$ cat config.mk
export PLATFORM = sky130hd
export DESIGN_NAME = trap_sequencer_flat
export DESIGN_NICKNAME = d
export VERILOG_FILES = /design/src/rtl/trap_sequencer_if.sv /design/src/rtl/trap_sequencer.sv /design/src/flat_wrapper.sv
export SDC_FILE = /design/constraint.sdc
export NUM_CORES = 1
export LEC_CHECK = 0
export ABC_AREA = 1
export ABC_CLOCK_PERIOD_IN_PS = 4300
export BUFFER_PORTS_ARGS = -buffer_cell sky130_fd_sc_hd__clkbuf_2
export CORE_ASPECT_RATIO = 2
export CORE_MARGIN = 3
export CORE_UTILIZATION = 25
export DETAILED_ROUTE_END_ITERATION = 8
export MAX_ROUTING_LAYER = met4
export PLACE_DENSITY_LB_ADDON = 0.08
export SLEW_MARGIN = 20
export SYNTH_ARGS = -nofsm -noshare
export SYNTH_HDL_FRONTEND = slang
export SYNTH_SLANG_ARGS = --single-unit
$ cat constraint.sdc
create_clock -name clk -period 4.3 [get_ports clk]
set_input_delay 0.86 -clock clk [delete_from_list [all_inputs] [get_ports clk]]
set_output_delay 0.86 -clock clk [all_outputs]
set_load 0.01 [all_outputs]
$ cat src/rtl/trap_sequencer_if.sv
// ----------------------------------------------------------------------------
// trap_sequencer_if
// Write port of the CSR register file plus the mepc read-back used by MRET.
//   csr_we     : write enable            (sequencer -> CSR file)
//   csr_addr   : 12-bit CSR write address (sequencer -> CSR file)
//   csr_wdata  : 32-bit CSR write data    (sequencer -> CSR file)
//   csr_mepc   : current mepc value       (CSR file  -> sequencer)
// ----------------------------------------------------------------------------
interface trap_sequencer_if;
    logic        csr_we;
    logic [11:0] csr_addr;
    logic [31:0] csr_wdata;
    logic [31:0] csr_mepc;

    modport master (
        output csr_we,
        output csr_addr,
        output csr_wdata,
        input  csr_mepc
    );

    modport slave (
        input  csr_we,
        input  csr_addr,
        input  csr_wdata,
        output csr_mepc
    );
endinterface

$ cat src/rtl/trap_sequencer.sv
// ----------------------------------------------------------------------------
// trap_sequencer
// Sequences machine-mode trap entry (mepc, mcause, mtval writes then a fetch
// redirect to the trap vector) and MRET return (redirect to mepc). Owns the
// single CSR write port, which the pipeline uses whenever no trap is running.
// Ports:
//   clk, reset                 : clock, synchronous active-high reset
//   XB_* / FD_*                : exception sources and PCs from XB/FD stages
//   mret                       : XB instruction is MRET
//   pipe_csr_we/addr/wdata     : pipeline CSR write request
//   csr (master modport)       : CSR file write port and mepc read-back
//   stall, flush               : pipeline hold / squash
//   redirect_valid/redirect_pc : fetch redirect
//   trap_count                 : number of accepted traps (wraps)
// ----------------------------------------------------------------------------
module trap_sequencer #(
    parameter logic [31:0] TRAP_VECTOR = 32'h0000_0000,
    parameter int unsigned CNT_W       = 16
) (
    input  logic                 clk,
    input  logic                 reset,
    input  logic                 XB_bubble,
    input  logic                 XB_exc_illegal,
    input  logic [31:0]          XB_pc,
    input  logic                 FD_exc_inst_misaligned,
    input  logic                 FD_exc_illegal,
    input  logic                 FD_exc_load_misaligned,
    input  logic                 FD_exc_store_misaligned,
    input  logic [31:0]          FD_pc,
    input  logic [31:0]          FD_badaddr,
    input  logic                 mret,
    input  logic                 pipe_csr_we,
    input  logic [11:0]          pipe_csr_addr,
    input  logic [31:0]          pipe_csr_wdata,
    trap_sequencer_if.master     csr,
    output logic                 stall,
    output logic                 flush,
    output logic                 redirect_valid,
    output logic [31:0]          redirect_pc,
    output logic [CNT_W-1:0]     trap_count
);

    typedef enum logic [2:0] {
        StIdle,
        StWMepc,
        StWMcause,
        StWMtval,
        StRedirect,
        StMretRedir
    } state_e;

    state_e             r_state, w_state_next;
    logic [31:0]        r_epc, r_tval;
    logic [3:0]         r_cause;
    logic [CNT_W-1:0]   r_trap_count;

    logic               w_exc_any, w_take_exc, w_take_mret;
    logic [31:0]        w_epc, w_tval;
    logic [3:0]         w_cause;

    // Exception detection and priority-ordered capture values.
    always_comb begin
        w_exc_any   = XB_exc_illegal | FD_exc_inst_misaligned | FD_exc_illegal |
                      FD_exc_load_misaligned | FD_exc_store_misaligned;
        w_take_exc  = (r_state == StIdle) & ~XB_bubble & w_exc_any;
        w_take_mret = (r_state == StIdle) & ~XB_bubble & mret & ~w_exc_any;
        w_cause     = 4'd0;
        w_epc       = 32'h0;
        w_tval      = 32'h0;
        if (XB_exc_illegal) begin
            w_cause = 4'd2;
            w_epc   = XB_pc;
        end else if (FD_exc_inst_misaligned) begin
            w_cause = 4'd0;
            w_epc   = FD_pc;
            w_tval  = FD_badaddr;
        end else if (FD_exc_illegal) begin
            w_cause = 4'd2;
            w_epc   = FD_pc;
        end else if (FD_exc_load_misaligned) begin
            w_cause = 4'd4;
            w_epc   = FD_pc;
            w_tval  = FD_badaddr;
        end else if (FD_exc_store_misaligned) begin
            w_cause = 4'd6;
            w_epc   = FD_pc;
            w_tval  = FD_badaddr;
        end
    end

    // Next state and outputs.
    always_comb begin
        w_state_next   = r_state;
        csr.csr_we     = 1'b0;
        csr.csr_addr   = 12'h000;
        csr.csr_wdata  = 32'h0;
        stall          = 1'b0;
        flush          = 1'b0;
        redirect_valid = 1'b0;
        redirect_pc    = 32'h0;
        unique case (r_state)
            StIdle: begin
                // The older XB instruction commits unless it is the one trapping.
                if (!(w_take_exc && XB_exc_illegal)) begin
                    csr.csr_we    = pipe_csr_we;
                    csr.csr_addr  = pipe_csr_addr;
                    csr.csr_wdata = pipe_csr_wdata;
                end
                if (w_take_exc) begin
                    stall        = 1'b1;
                    flush        = 1'b1;
                    w_state_next = StWMepc;
                end else if (w_take_mret) begin
                    stall        = 1'b1;
                    flush        = 1'b1;
                    w_state_next = StMretRedir;
                end
            end
            StWMepc: begin
                stall         = 1'b1;
                csr.csr_we    = 1'b1;
                csr.csr_addr  = 12'h341;
                csr.csr_wdata = r_epc;
                w_state_next  = StWMcause;
            end
            StWMcause: begin
                stall         = 1'b1;
                csr.csr_we    = 1'b1;
                csr.csr_addr  = 12'h342;
                csr.csr_wdata = {28'h0, r_cause};
                w_state_next  = StWMtval;
            end
            StWMtval: begin
                stall         = 1'b1;
                csr.csr_we    = 1'b1;
                csr.csr_addr  = 12'h343;
                csr.csr_wdata = r_tval;
                w_state_next  = StRedirect;
            end
            StRedirect: begin
                stall          = 1'b1;
                redirect_valid = 1'b1;
                redirect_pc    = TRAP_VECTOR;
                w_state_next   = StIdle;
            end
            StMretRedir: begin
                stall          = 1'b1;
                redirect_valid = 1'b1;
                redirect_pc    = csr.csr_mepc;
                w_state_next   = StIdle;
            end
            default: w_state_next = StIdle;
        endcase
        // Outputs are held at zero while reset is asserted.
        if (reset) begin
            csr.csr_we     = 1'b0;
            csr.csr_addr   = 12'h000;
            csr.csr_wdata  = 32'h0;
            stall          = 1'b0;
            flush          = 1'b0;
            redirect_valid = 1'b0;
            redirect_pc    = 32'h0;
        end
    end

    always_ff @(posedge clk) begin
        if (reset) begin
            r_state      <= StIdle;
            r_epc        <= 32'h0;
            r_cause      <= 4'd0;
            r_tval       <= 32'h0;
            r_trap_count <= '0;
        end else begin
            r_state <= w_state_next;
            if (w_take_exc) begin
                r_epc        <= w_epc;
                r_cause      <= w_cause;
                r_tval       <= w_tval;
                r_trap_count <= r_trap_count + 1'b1;
            end
        end
    end

    assign trap_count = reset ? '0 : r_trap_count;

endmodule

$ cat src/flat_wrapper.sv
// flat-port wrapper written by rule: the top's interface ports become plain ports
module trap_sequencer_flat 
#(
    parameter logic [31:0] TRAP_VECTOR = 32'h0000_0000,
    parameter int unsigned CNT_W       = 16
)
  (clk, reset, XB_bubble, XB_exc_illegal, XB_pc, FD_exc_inst_misaligned, FD_exc_illegal, FD_exc_load_misaligned, FD_exc_store_misaligned, FD_pc, FD_badaddr, mret, pipe_csr_we, pipe_csr_addr, pipe_csr_wdata, stall, flush, redirect_valid, redirect_pc, trap_count, csr_csr_we, csr_csr_addr, csr_csr_wdata, csr_csr_mepc);
  trap_sequencer_if csr_i ();
  input  logic clk;
  input  logic reset;
  input  logic XB_bubble;
  input  logic XB_exc_illegal;
  input  logic [31:0] XB_pc;
  input  logic FD_exc_inst_misaligned;
  input  logic FD_exc_illegal;
  input  logic FD_exc_load_misaligned;
  input  logic FD_exc_store_misaligned;
  input  logic [31:0] FD_pc;
  input  logic [31:0] FD_badaddr;
  input  logic mret;
  input  logic pipe_csr_we;
  input  logic [11:0] pipe_csr_addr;
  input  logic [31:0] pipe_csr_wdata;
  output logic stall;
  output logic flush;
  output logic redirect_valid;
  output logic [31:0] redirect_pc;
  output logic [CNT_W-1:0] trap_count;
  output wire logic [$bits(csr_i.csr_we)-1:0] csr_csr_we;
  output wire logic [$bits(csr_i.csr_addr)-1:0] csr_csr_addr;
  output wire logic [$bits(csr_i.csr_wdata)-1:0] csr_csr_wdata;
  input wire logic [$bits(csr_i.csr_mepc)-1:0] csr_csr_mepc;
  assign csr_csr_we = csr_i.csr_we;
  assign csr_csr_addr = csr_i.csr_addr;
  assign csr_csr_wdata = csr_i.csr_wdata;
  assign csr_i.csr_mepc = csr_csr_mepc;
  trap_sequencer #(.TRAP_VECTOR(TRAP_VECTOR), .CNT_W(CNT_W)) u_core (.clk(clk), .reset(reset), .XB_bubble(XB_bubble), .XB_exc_illegal(XB_exc_illegal), .XB_pc(XB_pc), .FD_exc_inst_misaligned(FD_exc_inst_misaligned), .FD_exc_illegal(FD_exc_illegal), .FD_exc_load_misaligned(FD_exc_load_misaligned), .FD_exc_store_misaligned(FD_exc_store_misaligned), .FD_pc(FD_pc), .FD_badaddr(FD_badaddr), .mret(mret), .pipe_csr_we(pipe_csr_we), .pipe_csr_addr(pipe_csr_addr), .pipe_csr_wdata(pipe_csr_wdata), .csr(csr_i), .stall(stall), .flush(flush), .redirect_valid(redirect_valid), .redirect_pc(redirect_pc), .trap_count(trap_count));
endmodule
# Word-level counts from Yosys, hierarchy flattened
# Cells that the tools add are included.
# totals
memories,0
out_inout_bits,96
latchBits,0
mem_bits_ro,0
ramBits,0
ff_bits,87
# op_classes
div_mod_pow,0
multipliers,0
n_bitwise,10
order_cmp,0
add_sub_neg,1
eq_ne,6
n_mux,38
n_reduce_logical,5
n_shift,0
# op_table
cell,count
$mux 32,14
$pmux 32 s4,1
$pmux 12 s4,1
$mux 12,2
$add 16x1->16 const B,1
$mux 16,1
$mux 4,4
$pmux 3 s4,1
$mux 1,9
$mux 3,3
$eq 3x2->1 const B,2
$eq 3x3->1 const B,2
$reduce_or 5->1,1
$and 1x1->1,4
$or 1x1->1,4
$pmux 1 s2,2
$eq 3x1->1 const B,1
$logic_not 3->1,1
$ne 3x1->1 const B,1
$reduce_or 3->1,1
$not 1->1,2
$reduce_or 2->1,1
$logic_and 1x1->1,1

# Longest topological paths before layout
# depth
word_depth,10
ltp_mapped,10
depth_no_buf,9

# Worst setup path before layout
# Ideal clock, no wire load.
# synth_timing
path_kind,input to output
start,input port reset
end,output port redirect_pc[11]
n_path_buf,2
cell_stages,5
path_slack_ps,1493
required_ps,3440
arrival_ps,1947
path_cell_list,buf_2 nor3_1 nand2_1 clkbuf_1 nor2_1
# synth_between
elab_chain_len,1
# synth_rtl
item,line_no,source
"start, declared",flat_wrapper.sv:10,input logic reset;
$mux 32,trap_sequencer.sv:155,if (reset) begin
"end, declared",flat_wrapper.sv:27,output logic [31:0] redirect_pc;
# Every way passes these cells.

# Final worst setup path
# layout_timing
start,input port XB_bubble
end,output port csr_csr_wdata[12]
# layout_between
elab_chain_len,7
# layout_rtl
item,line_no,source
"start, declared",flat_wrapper.sv:11,input logic XB_bubble;
$not 1->1,trap_sequencer.sv:65,w_take_exc = (r_state == StIdle) & ~XB_bubble & w_exc_any;
$and 1x1->1 (2 in series),trap_sequencer.sv:65,
$logic_and 1x1->1,trap_sequencer.sv:104,if (!(w_take_exc && XB_exc_illegal)) begin
$mux 32,trap_sequencer.sv:104,
$pmux 32 s4,trap_sequencer.sv:101,unique case (r_state)
$mux 32,trap_sequencer.sv:155,
"end, declared",flat_wrapper.sv:31,output wire logic [$bits(csr_i.csr_wdata)-1:0] csr_csr_wdata;
# Every way passes these cells.

==> flow_metrics.env <==
export IMPL_synthArstFlopShare=0
export IMPL_cts_buffers=9
export IMPL_ys_types=34
export IMPL_core_um2=19500
export IMPL_final_cell_area_um2=6810
export IMPL_mappedNetlistArea_um2=5050
export IMPL_grt_max_degree=108
export IMPL_finalWirelength_um=22200
export IMPL_die_area_um2=22000
export IMPL_critPathArrivalTime_ps=2500
export IMPL_dominantRegCellSynth="dfxtp_1"
export IMPL_worstMarginPinSlew_ps=997
export IMPL_r2r_end="u_core.r_trap_count[4]"
export IMPL_min_period_over_period=0.782
export IMPL_r2r_slack_ps=1730
export IMPL_critPathTopFamily="simple AND/OR/NAND/NOR gates"
export IMPL_fin_nets=1194
export IMPL_relSlewSlack=0.334
export IMPL_pwr_density_cell_nw_per_um2=469
export IMPL_start_kind="primary input"
export IMPL_multiInputGateArea_um2=2770
export IMPL_ys_ff_latch=85
export IMPL_syn_to_final_growth_pct=35.0
export IMPL_vias=6058
export IMPL_rows=72
export IMPL_cts_root_buffer="clkbuf_16"
export IMPL_grt_pass1_vias=6068
export IMPL_path_clk_slew_ps=60
export IMPL_start_util=0.258
export IMPL_ant_nets=0
export IMPL_postSynthNetCount=962
export IMPL_clkLatencyLatePin_ps=340
export IMPL_cp_required_ps=3440
export IMPL_finalHoldViolCount=0
export IMPL_drc_errors=0
export IMPL_vdd_drop_max_v=0.000235
export IMPL_yosys_warnings=0
export IMPL_placed_cell_area_um2=6520
export IMPL_ff_latch_area_um2=1700
export IMPL_end_kind="output port"
export IMPL_viasPerCell=4.74
export IMPL_ios=278
export IMPL_post_cts_setup_buffer_count=0
export IMPL_fmax_ghz=0.297
export IMPL_cts_resized=0
export IMPL_place_gp_congestion=0.759
export IMPL_first_pass_iters=4
export IMPL_grt_first_pass_wirelength_um=33200
export IMPL_htreeDepth=3
export IMPL_cpPeakStageDelay_ps=620
export IMPL_cp_num_buf_inv=3
export IMPL_yosysSeqAreaShare=0.337
export IMPL_crit_top_cell="clkbuf_2"
export IMPL_dp_hpwl_um=16200
export IMPL_timing_rr_start="u_core.r_state[0]"
export IMPL_synth_edf_count=0
export IMPL_first_iter_violations=241
export IMPL_wl_per_cell_um=17.4
export IMPL_min_path_cells=2
export IMPL_die_y_um=207
export IMPL_netlist_instances=779
export IMPL_setup_tns_final_ps=0
export IMPL_worstHoldStart="u_core.r_tval[10]"
export IMPL_cap_violations=0
export IMPL_antenna_found_initial=1
export IMPL_leakagePower_nw=3.20
export IMPL_reg2reg_depth=8
export IMPL_status="finished, final reports clean"
export IMPL_fillCellCount=2279
export IMPL_grt_ovfl_total=0
export IMPL_syn_area_per_cell_um2=6.48
export IMPL_finalSetupViolCount=0
export IMPL_cts_buffer_depth=2
export IMPL_grt_util_all_layers=0.200
export IMPL_clock_skew_ps=11.1
export IMPL_crit_slowest_cell="nand2_2"
export IMPL_cts_tree="yes"
export IMPL_crit_fanout=34
export IMPL_report_final_slew_viol_count=0
export IMPL_hold_buffers=0
export IMPL_die_w_um=106
export IMPL_final_min_clock_period_ps=3360
export IMPL_rsz0062_at_grt="no"
export IMPL_whs_endpoint="u_core.r_tval[10]"
export IMPL_path_cells="clkbuf_2 > nor2_8 > nand2_2 > buf_4 > nand3_1 > a31oi_1 > clkbuf_2"
export IMPL_io_buffers=277
export IMPL_cts_sinks=85
export IMPL_hold_path_class="reg2reg"
export IMPL_critical_path_class="in2out"
export IMPL_drive_above_1_share=0.313
-- how the worst max path moves through the flow --
stage	startpoint	end	slack (ps)	cells after the start
after CTS	XB_bubble	csr_csr_wdata[12]	900	7
after global routing	XB_bubble	csr_csr_wdata[12]	800	7
after global placement	XB_bubble	csr_csr_wdata[12]	900	7
after detailed placement	XB_bubble	csr_csr_wdata[12]	900	7
final	XB_bubble	csr_csr_wdata[12]	940	7
after floorplan	reset	redirect_pc[11]	1490	5
-- Yosys cell counts, types with 24 or more instances --
library cell / instances / share of area
inv_1: 67 / 0.050
a31oi_1: 32 / 0.040
buf_2: 24 / 0.024
clkbuf_1: 25 / 0.019
a21boi_0: 32 / 0.048
a21oi_1: 81 / 0.080
dfxtp_1: 85 / 0.34
nor2_1: 76 / 0.057
nand4_1: 41 / 0.051
nand3_1: 77 / 0.076
o21ai_0: 40 / 0.040
nand2_1: 154 / 0.11
-- sequential cells by signal (all words and copies together), names as in the netlist --
signal	cells
u_core.r_cause	2
u_core.r_epc	32
u_core.r_state	3
u_core.r_trap_count	16
u_core.r_tval	32
-- kinds of logic after synthesis --
group,synth area share
buf+inv,0.117
fa+ha+maj,0.00248
simple gates,0.326
compound gates,0.217
flops,0.337
-- cell usage in the layout (no fill, tap or decap) --
cell,count
nor2_1,76
inv_4,1
ha_1,1
nor2_2,3
nor3b_2,1
nand3_2,1
nand2_2,1
o21bai_4,1
o21a_1,1
nand4_1,41
nand2_1,154
o22ai_1,1
dfxtp_1,85
a22oi_1,1
diode_2,2
a31oi_1,32
clkinv_1,1
nor2_8,1
inv_6,2
inv_2,3
clkinvlp_4,1
inv_1,66
nor2_4,2
inv_8,3
o21ai_0,40
clkinv_2,1
o211ai_1,1
clkbuf_16,9
a21oi_1,81
clkbuf_2,277
nand3b_1,1
a21boi_0,32
nand2_4,2
o21ai_1,1
a41oi_1,1
buf_4,9
nand3_1,77
nor3_1,5
-- layout make-up --
| cell class | instances | area share |
|---|---|---|
| inverter | 71 | 0.0395 |
| multi-input combinational | 558 | 0.407 |
| clock buffer | 9 | 0.0331 |
| timing repair buffer | 286 | 0.213 |
| antenna | 2 | 0.000735 |
| tap | 259 | 0.0476 |
| sequential | 85 | 0.250 |
| clock inverter | 7 | 0.00937 |
-- per-layer routing --
layer,up-vias,global-route usage,part of all wire
met3,20,0.0265,0.041
li1,3088,-,-
met1,2777,0.227,0.39
met2,173,0.365,0.55
met4,0,0.0549,0.015
met5,-,-,0
-- metrics by stage --
step                hold slack, ps  total power [W]  setup slack [ps]  cells   util
floorplan                      440          0.00196              1490    779      -
detailed placement             455          0.00246               901   1259  0.333
global route                   484          0.00344               803   1276  0.348
finish                         466          0.00319               937   1277  0.349
global placement               453          0.00246               902   1259  0.333
CTS                            466          0.00325               900   1275  0.348
-- worst register-to-register path: stages, from the launching register on --
cell and delay (ps):
dfxtp_1 350, inv_2 150, nand2_4 100, nor2_8 160
nand2_4 360, inv_4 870, nand3_1 230, o21ai_1 180
nor2_1 50
-- power breakdown --
part	switching (W)	internal (W)	total (W)
Clock	0.000372	0.000408	0.000780
Sequential	0.0000825	0.000936	0.00102
Combinational	0.000960	0.000435	0.00139
(Power assumes the default switching activity.)
